==> src/rtl/udma_pkg.sv <==
// rtl/udma_pkg.sv - shared uDMA channel types, datasize encodings and TX prefetch states
package udma_pkg;

  localparam int UDMA_DATA_W = 32;
  localparam int UDMA_DEST_W = 5;

  typedef logic [UDMA_DATA_W-1:0] ch_data_t;
  typedef logic [1:0]             ch_datasize_t;
  typedef logic [UDMA_DEST_W-1:0] ch_dest_t;

  localparam ch_datasize_t UDMA_SIZE_BYTE = 2'd0;
  localparam ch_datasize_t UDMA_SIZE_HALF = 2'd1;
  localparam ch_datasize_t UDMA_SIZE_WORD = 2'd2;

  typedef enum logic [1:0] {
    TX_IDLE   = 2'd0,
    TX_ACTIVE = 2'd1,
    TX_DRAIN  = 2'd2
  } tx_state_e;

endpackage

==> src/rtl/udma_prefetch_fifo.sv <==
// rtl/udma_prefetch_fifo.sv - first-word fall-through FIFO with flush, push, pop and level
module udma_prefetch_fifo #(
  parameter int DEPTH = 4,
  parameter int WIDTH = 32,
  parameter int CNT_W = $clog2(DEPTH+1)
) (
  input  logic             clk_i,
  input  logic             rst_i,
  input  logic             flush_i,
  input  logic             push_i,
  input  logic [WIDTH-1:0] push_data_i,
  input  logic             pop_i,
  output logic [WIDTH-1:0] head_o,
  output logic             valid_o,
  output logic [CNT_W-1:0] level_o
);

  localparam int PTR_W = $clog2(DEPTH);

  logic [PTR_W-1:0] wr_ptr_q, wr_ptr_d;
  logic [PTR_W-1:0] rd_ptr_q, rd_ptr_d;
  logic [CNT_W-1:0] level_q, level_d;
  logic [WIDTH-1:0] mem_q [DEPTH];
  logic [WIDTH-1:0] mem_d [DEPTH];
  logic             do_pop;

  always_comb begin
    mem_d    = mem_q;
    wr_ptr_d = wr_ptr_q;
    rd_ptr_d = rd_ptr_q;
    level_d  = level_q;
    do_pop   = pop_i && (level_q != '0);
    // flush beats any concurrent push or pop
    if (flush_i) begin
      wr_ptr_d = '0;
      rd_ptr_d = '0;
      level_d  = '0;
    end else begin
      if (push_i) begin
        mem_d[wr_ptr_q] = push_data_i;
        wr_ptr_d        = wr_ptr_q + PTR_W'(1);
      end
      if (do_pop) begin
        rd_ptr_d = rd_ptr_q + PTR_W'(1);
      end
      level_d = level_q + CNT_W'(push_i) - CNT_W'(do_pop);
    end
  end

  always_ff @(posedge clk_i) begin
    if (rst_i) begin
      wr_ptr_q <= '0;
      rd_ptr_q <= '0;
      level_q  <= '0;
    end else begin
      wr_ptr_q <= wr_ptr_d;
      rd_ptr_q <= rd_ptr_d;
      level_q  <= level_d;
    end
  end

  always_ff @(posedge clk_i) begin
    mem_q <= mem_d;
  end

  assign valid_o = (level_q != '0);
  assign head_o  = valid_o ? mem_q[rd_ptr_q] : '0;
  assign level_o = level_q;

endmodule

==> src/rtl/udma_tx_prefetch.sv <==
// rtl/udma_tx_prefetch.sv - uDMA TX channel front end: credit-bounded read prefetch into a local FIFO
module udma_tx_prefetch
  import udma_pkg::*;
#(
  parameter int DEPTH      = 4,
  parameter int DATA_WIDTH = 32,
  parameter int CNT_W      = $clog2(DEPTH+1)
) (
  input  logic                  clk_i,
  input  logic                  rst_i,
  input  logic                  cfg_en_i,
  input  logic                  cfg_clr_i,
  input  ch_datasize_t          cfg_datasize_i,
  input  ch_dest_t              cfg_destination_i,
  input  logic                  ch_en_i,
  output logic                  ch_req_o,
  input  logic                  ch_gnt_i,
  input  logic                  ch_valid_i,
  input  logic [DATA_WIDTH-1:0] ch_data_i,
  output logic                  ch_ready_o,
  output ch_datasize_t          ch_datasize_o,
  output ch_dest_t              ch_destination_o,
  output logic [DATA_WIDTH-1:0] tx_data_o,
  output logic                  tx_valid_o,
  input  logic                  tx_ready_i,
  output logic [CNT_W-1:0]      fifo_level_o,
  output logic                  busy_o
);

  localparam logic [CNT_W:0] DEPTH_CNT = (CNT_W+1)'(DEPTH);

  tx_state_e        state_q, state_d;
  logic [CNT_W-1:0] out_q, out_d;
  ch_datasize_t     dsz_q, dsz_d;
  ch_dest_t         dst_q, dst_d;
  logic [CNT_W-1:0] fifo_level;
  logic [CNT_W:0]   used;
  logic             gnt_fire, ret_fire, push;

  always_comb begin
    // level + outstanding is the credit already spent
    used       = {1'b0, fifo_level} + {1'b0, out_q};
    ch_req_o   = (state_q == TX_ACTIVE) && cfg_en_i && ch_en_i && !cfg_clr_i && (used < DEPTH_CNT);
    ch_ready_o = (state_q != TX_IDLE) && (out_q != '0);
    gnt_fire   = ch_req_o && ch_gnt_i;
    ret_fire   = ch_valid_i && ch_ready_o;
    push       = ret_fire && (state_q == TX_ACTIVE) && !cfg_clr_i;
    out_d      = out_q + CNT_W'(gnt_fire) - CNT_W'(ret_fire);

    state_d = state_q;
    dsz_d   = dsz_q;
    dst_d   = dst_q;
    case (state_q)
      TX_IDLE: begin
        if (cfg_clr_i) begin
          state_d = (out_q != '0) ? TX_DRAIN : TX_IDLE;
        end else if (cfg_en_i) begin
          state_d = TX_ACTIVE;
          dsz_d   = cfg_datasize_i;
          dst_d   = cfg_destination_i;
        end
      end
      TX_ACTIVE: begin
        if (cfg_clr_i)                       state_d = TX_DRAIN;
        else if (!cfg_en_i && out_q == '0)   state_d = TX_IDLE;
      end
      TX_DRAIN: begin
        if (cfg_clr_i)                       state_d = TX_DRAIN;
        else if (out_d == '0)                state_d = TX_IDLE;
      end
      default: state_d = TX_IDLE;
    endcase
  end

  always_ff @(posedge clk_i) begin
    if (rst_i) begin
      state_q <= TX_IDLE;
      out_q   <= '0;
      dsz_q   <= '0;
      dst_q   <= '0;
    end else begin
      state_q <= state_d;
      out_q   <= out_d;
      dsz_q   <= dsz_d;
      dst_q   <= dst_d;
    end
  end

  udma_prefetch_fifo #(
    .DEPTH (DEPTH),
    .WIDTH (DATA_WIDTH),
    .CNT_W (CNT_W)
  ) u_fifo (
    .clk_i       (clk_i),
    .rst_i       (rst_i),
    .flush_i     (cfg_clr_i),
    .push_i      (push),
    .push_data_i (ch_data_i),
    .pop_i       (tx_ready_i),
    .head_o      (tx_data_o),
    .valid_o     (tx_valid_o),
    .level_o     (fifo_level)
  );

  assign fifo_level_o     = fifo_level;
  assign ch_datasize_o    = dsz_q;
  assign ch_destination_o = dst_q;
  assign busy_o           = (state_q != TX_IDLE) || (fifo_level != '0);

endmodule
==> config.mk <==
export PLATFORM = sky130hd
export DESIGN_NAME = udma_tx_prefetch
export DESIGN_NICKNAME = d
export VERILOG_FILES = /design/src/rtl/udma_pkg.sv /design/src/rtl/udma_prefetch_fifo.sv /design/src/rtl/udma_tx_prefetch.sv
export SDC_FILE = /design/constraint.sdc
export NUM_CORES = 1
export LEC_CHECK = 0
export CAP_MARGIN = 30
export CORE_ASPECT_RATIO = 0.5
export CORE_MARGIN = 5
export CORE_UTILIZATION = 34
export CTS_CLUSTER_DIAMETER = 30
export CTS_CLUSTER_SIZE = 30
export DETAILED_ROUTE_END_ITERATION = 8
export SLEW_MARGIN = 20
export SYNTH_ARGS = -nofsm -noshare
export SYNTH_HDL_FRONTEND = slang
export SYNTH_SLANG_ARGS = --single-unit
export TNS_END_PERCENT = 10
==> constraint.sdc <==
create_clock -name clk_i -period 3 [get_ports clk_i]
set_input_delay 0.6 -clock clk_i [delete_from_list [all_inputs] [get_ports clk_i]]
set_output_delay 0.6 -clock clk_i [all_outputs]
set_load 0.1 [all_outputs]
==> results <==
- The flow ran to the end, and the final reports show no timing, DRC or antenna violations.
- The final number of max-transition violations is 0.
- The synthesized area is roughly 5900 sq um.
- The final hold violation count is 0.
- The library cell with the largest summed area after synthesis is sky130_fd_sc_hd__edfxtp_1.
- The overall die area is 20,300 sq um.
- The final design utilization is a little under half.
- The library cell contributing the largest single delay on the critical path is sky130_fd_sc_hd__fa_2.
- The area of the core region is around 17,000 sq um.
- The synthesized design contains approximately 150 register bits.
- The worst setup path is of the register to register kind.
- The per-cell via count in the routed design is ~4.5.
- The maximum vdd drop is around 0.33 mV.
- Setup repair after global routing could not meet its margin everywhere.
- The tightest hold path in the finished design has a slack of ~500 ps.
- The source of the worst register-to-register timing path is u_fifo.level_o[2].
- The global-route usage over all layers is 11.9%.
- Headroom to the max-slew limit came out at 66.5%.
- The quantity of I/O buffers inserted on ports is slightly above 90.
- The synthesized area per cell is between 15 and 20 sq um.
- STA classifies the critical path startpoint as a register.
- The number of warnings issued by yosys is 0.
- The chip width is 196 um.
- The layout has between 1,000 and 1,500 filler cells.
- The leakage power is 2.83 nW.
- The number of flops mapped to enable cells by yosys is 128.
- The area growth from synthesis to layout is 39.1%.
- The via count of the first global-routing pass came to ~3,400.
- The initial antenna violation count is 0.
- The count of clock tree sinks is around 150.
- After synthesis, the cell types taking the most area are sky130_fd_sc_hd__edfxtp_1, sky130_fd_sc_hd__mux4_2, sky130_fd_sc_hd__dfxtp_1.
- The leading register cell type out of synthesis is sky130_fd_sc_hd__edfxtp_1.
- The number of primary I/O pins is 93.
- Summed over all layers, the global routing overflow is 0.
- The detailed router placed 3,040 vias in this run.
- The worst hold path was traced through 2 stages.
- The first-pass detailed-route iteration total is 5.
- TritonCTS built the clock tree.
- The routed wire length is 11.3 mm.
- The path class of the tightest hold or removal check is register to register.
- The global-route wire length before repair is 18.3 mm.
- Routability-driven placement finished with a final weighted congestion of about 0.7.
- The arrival time of data at the critical path endpoint is ~3200 ps.
- Entering global routing, the biggest net connects 36 pins.
- After floorplanning, the core was divided into 34 placement rows.
- The minimum clock period after layout is between 2000 and 3000 ps.
- The endpoint of the worst register-to-register path is state_q[1].
- In this run the most critical hold path is launched from ch_destination_o[4].
- Of the post-synthesis cell area, the dominant cell type holds roughly 65%.
- The count of distinct cell types in the synthesized netlist is 36.
- For the worst setup path, the data required time is about 3300 ps.
- The maximum buffer depth of the clock tree is 2.
- From bottom edge to top edge, the die measures 103 um.
- The number of antenna diodes is 0.
- The total power per unit cell area is between 500 and 600 nW/um^2.
- CTS built an H-tree with a depth of 4.
- After the last flow step, the layout net total stands at 490.
- Setup slack on the worst reg-to-reg path comes out at approximately 99 ps.
- On the worst path, the slowest cell contributes a delay of 530 ps.
- The number of nets with antenna violations after routing is 0.
- On the final layout, the worst clock skew is between 10 and 15 ps.
- After clock tree synthesis, the clock-pin slew on the worst setup and hold paths is about 70 ps.
- The actual transition at the worst max-transition pin is 501 ps.
- The critical path endpoint category is a register.
- The period utilization is approximately 97%.
- After detailed routing, the average wire length per cell comes to 16.7 um.
- The buffer type at the clock tree root is sky130_fd_sc_hd__clkbuf_16.
- For hold timing, the worst endpoint is ch_destination_o[4].
- Counting the buffers created by CTS gives 17.
- Once the floorplan was initialized, standard cells occupied between 30% and 40% of the core.
- The maximum clock frequency is approximately 0.34 GHz.
- For this run, asynchronously set or reset flops after synthesis account for 0%.
- The placed wire-length estimate after detailed placement is about 7.3 mm.
- The largest fanout of any net on the critical path is 4.
- The post-cts hold buffer count is 0.
- The share of the Yosys chip area taken by registers is about 72%.
- The worst reg2reg path depth is 13.
- The first routing iteration left ~140 violations.
- The clock network latency to the later pin of the worst-skew pair is slightly above 400 ps.
- Traced cell by cell, the critical path runs through ha_4 > a311o_1 > nor3_4 > nand2_1 > ha_1 > inv_1 > ha_1 > inv_1 > fa_2 > nand2b_1 > o21ai_2 > o211ai_1 > a31o_1.
- The count of max-cap constraint violations is 0.
- The number of remaining DRC errors is 0.
- In the final layout, the share of cells above drive strength 1 is between 30% and 40%.
- Setup violations remaining at the end of the flow were counted as 0.
- The library cell used most frequently in the layout, excluding fill and tap cells, is sky130_fd_sc_hd__edfxtp_1.
- In the layout the commonest cells are sky130_fd_sc_hd__edfxtp_1, sky130_fd_sc_hd__clkdlybuf4s50_1, sky130_fd_sc_hd__buf_12.
- The post-synthesis cell count is 314.
- When the netlist entered floorplanning its net count stood at around 380.
layout make-up:
| class | instances | area, sq um | share of cell area (%) |
|---|---|---|---|
| flip-flops and latches | 147 | 4240 | 51.6 |
| multi-input cells | 141 | 1600 | 19.4 |
| repair buffers | 109 | 1460 | 17.8 |
| inverters | 11 | 41.3 | 0.503 |
| clock inverters | 14 | 159 | 1.94 |
| clock buffers | 18 | 429 | 5.23 |
| well taps | 234 | 293 | 3.57 |
power by group:
part / internal, mW / switching [mW] / total (mW)
registers: 2.22 / 0.00442 / 2.23
logic: 0.0806 / 0.0957 / 0.176
clock network: 1.19 / 0.903 / 2.09
total: 3.49 / 1.00 / 4.50
critical path: cells and delay by family (launching register included):
family,cells,cell delay [ps]
buf+inv,2,100
fa+ha+maj,4,1130
compound gates,4,840
flops,1,370
simple gates,3,360
what timing repair did:
item | CTS | global route
endpoints found under the hold margin | 0 | 0
endpoints found under the setup margin | 0 | 2
buffers inserted | 0 | 1
resized for setup | 0 | 2
routing by layer:
metal  track usage (%)  part of all wire, %  vias up
met5                 0                    0        -
met4              3.70                 0.87        0
met3              3.13                  3.4        9
met2              20.8                   51       46
met1              14.8                   45     1546
li1                  -                    -     1439
worst max-delay path by stage:
stage | from | end | slack [ps] | cells after the start
floorplan | u_fifo.level_o[2] | state_q[1] | -750 | 13
global placement | cfg_clr_i | state_q[1] | -150 | 13
detailed placement | cfg_clr_i | state_q[1] | -230 | 13
CTS | out_q[2] | state_q[1] | 20 | 13
global route | u_fifo.level_o[2] | state_q[1] | -110 | 13
finish | u_fifo.level_o[2] | state_q[1] | 100 | 13
kinds of logic (layout without fill, tap and decap cells):
logic type	after synthesis	after routing	synth area share (%)
AND/OR/NAND/NOR	71	71	6.95
AO/OA/AOI/OAI	9	9	1.14
adder cells (fa/ha/maj)	16	16	3.65
multiplexers	39	39	13.4
XOR/XNOR	6	6	1.14
buffers and inverters	26	152	2.14
flip-flops	147	147	71.6
metrics by stage:
stage          std cells  area (sq um)  power, mW  TNS [ps]  setup slack [ps]
5_1_grt              674          8210       4.65      -136              -106
3_3_place_gp         641          7610       2.45      -260              -151
3_5_place_dp         641          7610       2.45      -414              -228
6_report             674          8210       4.50         0              99.2
2_1_floorplan        314          5950       2.35     -5280              -752
4_1_cts              673          8200       4.55         0              23.2
state kept, by name, indices dropped and copies added, names as in the netlist:
register / cells
u_fifo.level_o: 3
ch_destination_o: 5
ch_datasize_o: 2
out_q: 3
u_fifo.rd_ptr_q: 2
u_fifo.wr_ptr_q: 2
state_q: 2
u_fifo.mem_q: 128
synthesized netlist by cell type (2+ instances only):
master and number:
sky130_fd_sc_hd__and2_1 38, sky130_fd_sc_hd__buf_2 5, sky130_fd_sc_hd__buf_6 3, sky130_fd_sc_hd__clkbuf_1 7, sky130_fd_sc_hd__dfxtp_1 19, sky130_fd_sc_hd__edfxtp_1 128, sky130_fd_sc_hd__fa_1 2, sky130_fd_sc_hd__ha_1 14
sky130_fd_sc_hd__inv_1 11, sky130_fd_sc_hd__mux2i_1 7, sky130_fd_sc_hd__mux4_2 32, sky130_fd_sc_hd__nand3_1 2, sky130_fd_sc_hd__nand3b_1 2, sky130_fd_sc_hd__nor2_1 15, sky130_fd_sc_hd__nor2b_1 2, sky130_fd_sc_hd__nor3_1 2
sky130_fd_sc_hd__or2_2 2, sky130_fd_sc_hd__or3_1 2, sky130_fd_sc_hd__xnor2_1 3, sky130_fd_sc_hd__xor2_1 2
Note: power is estimated with default switching activity, not from simulation.
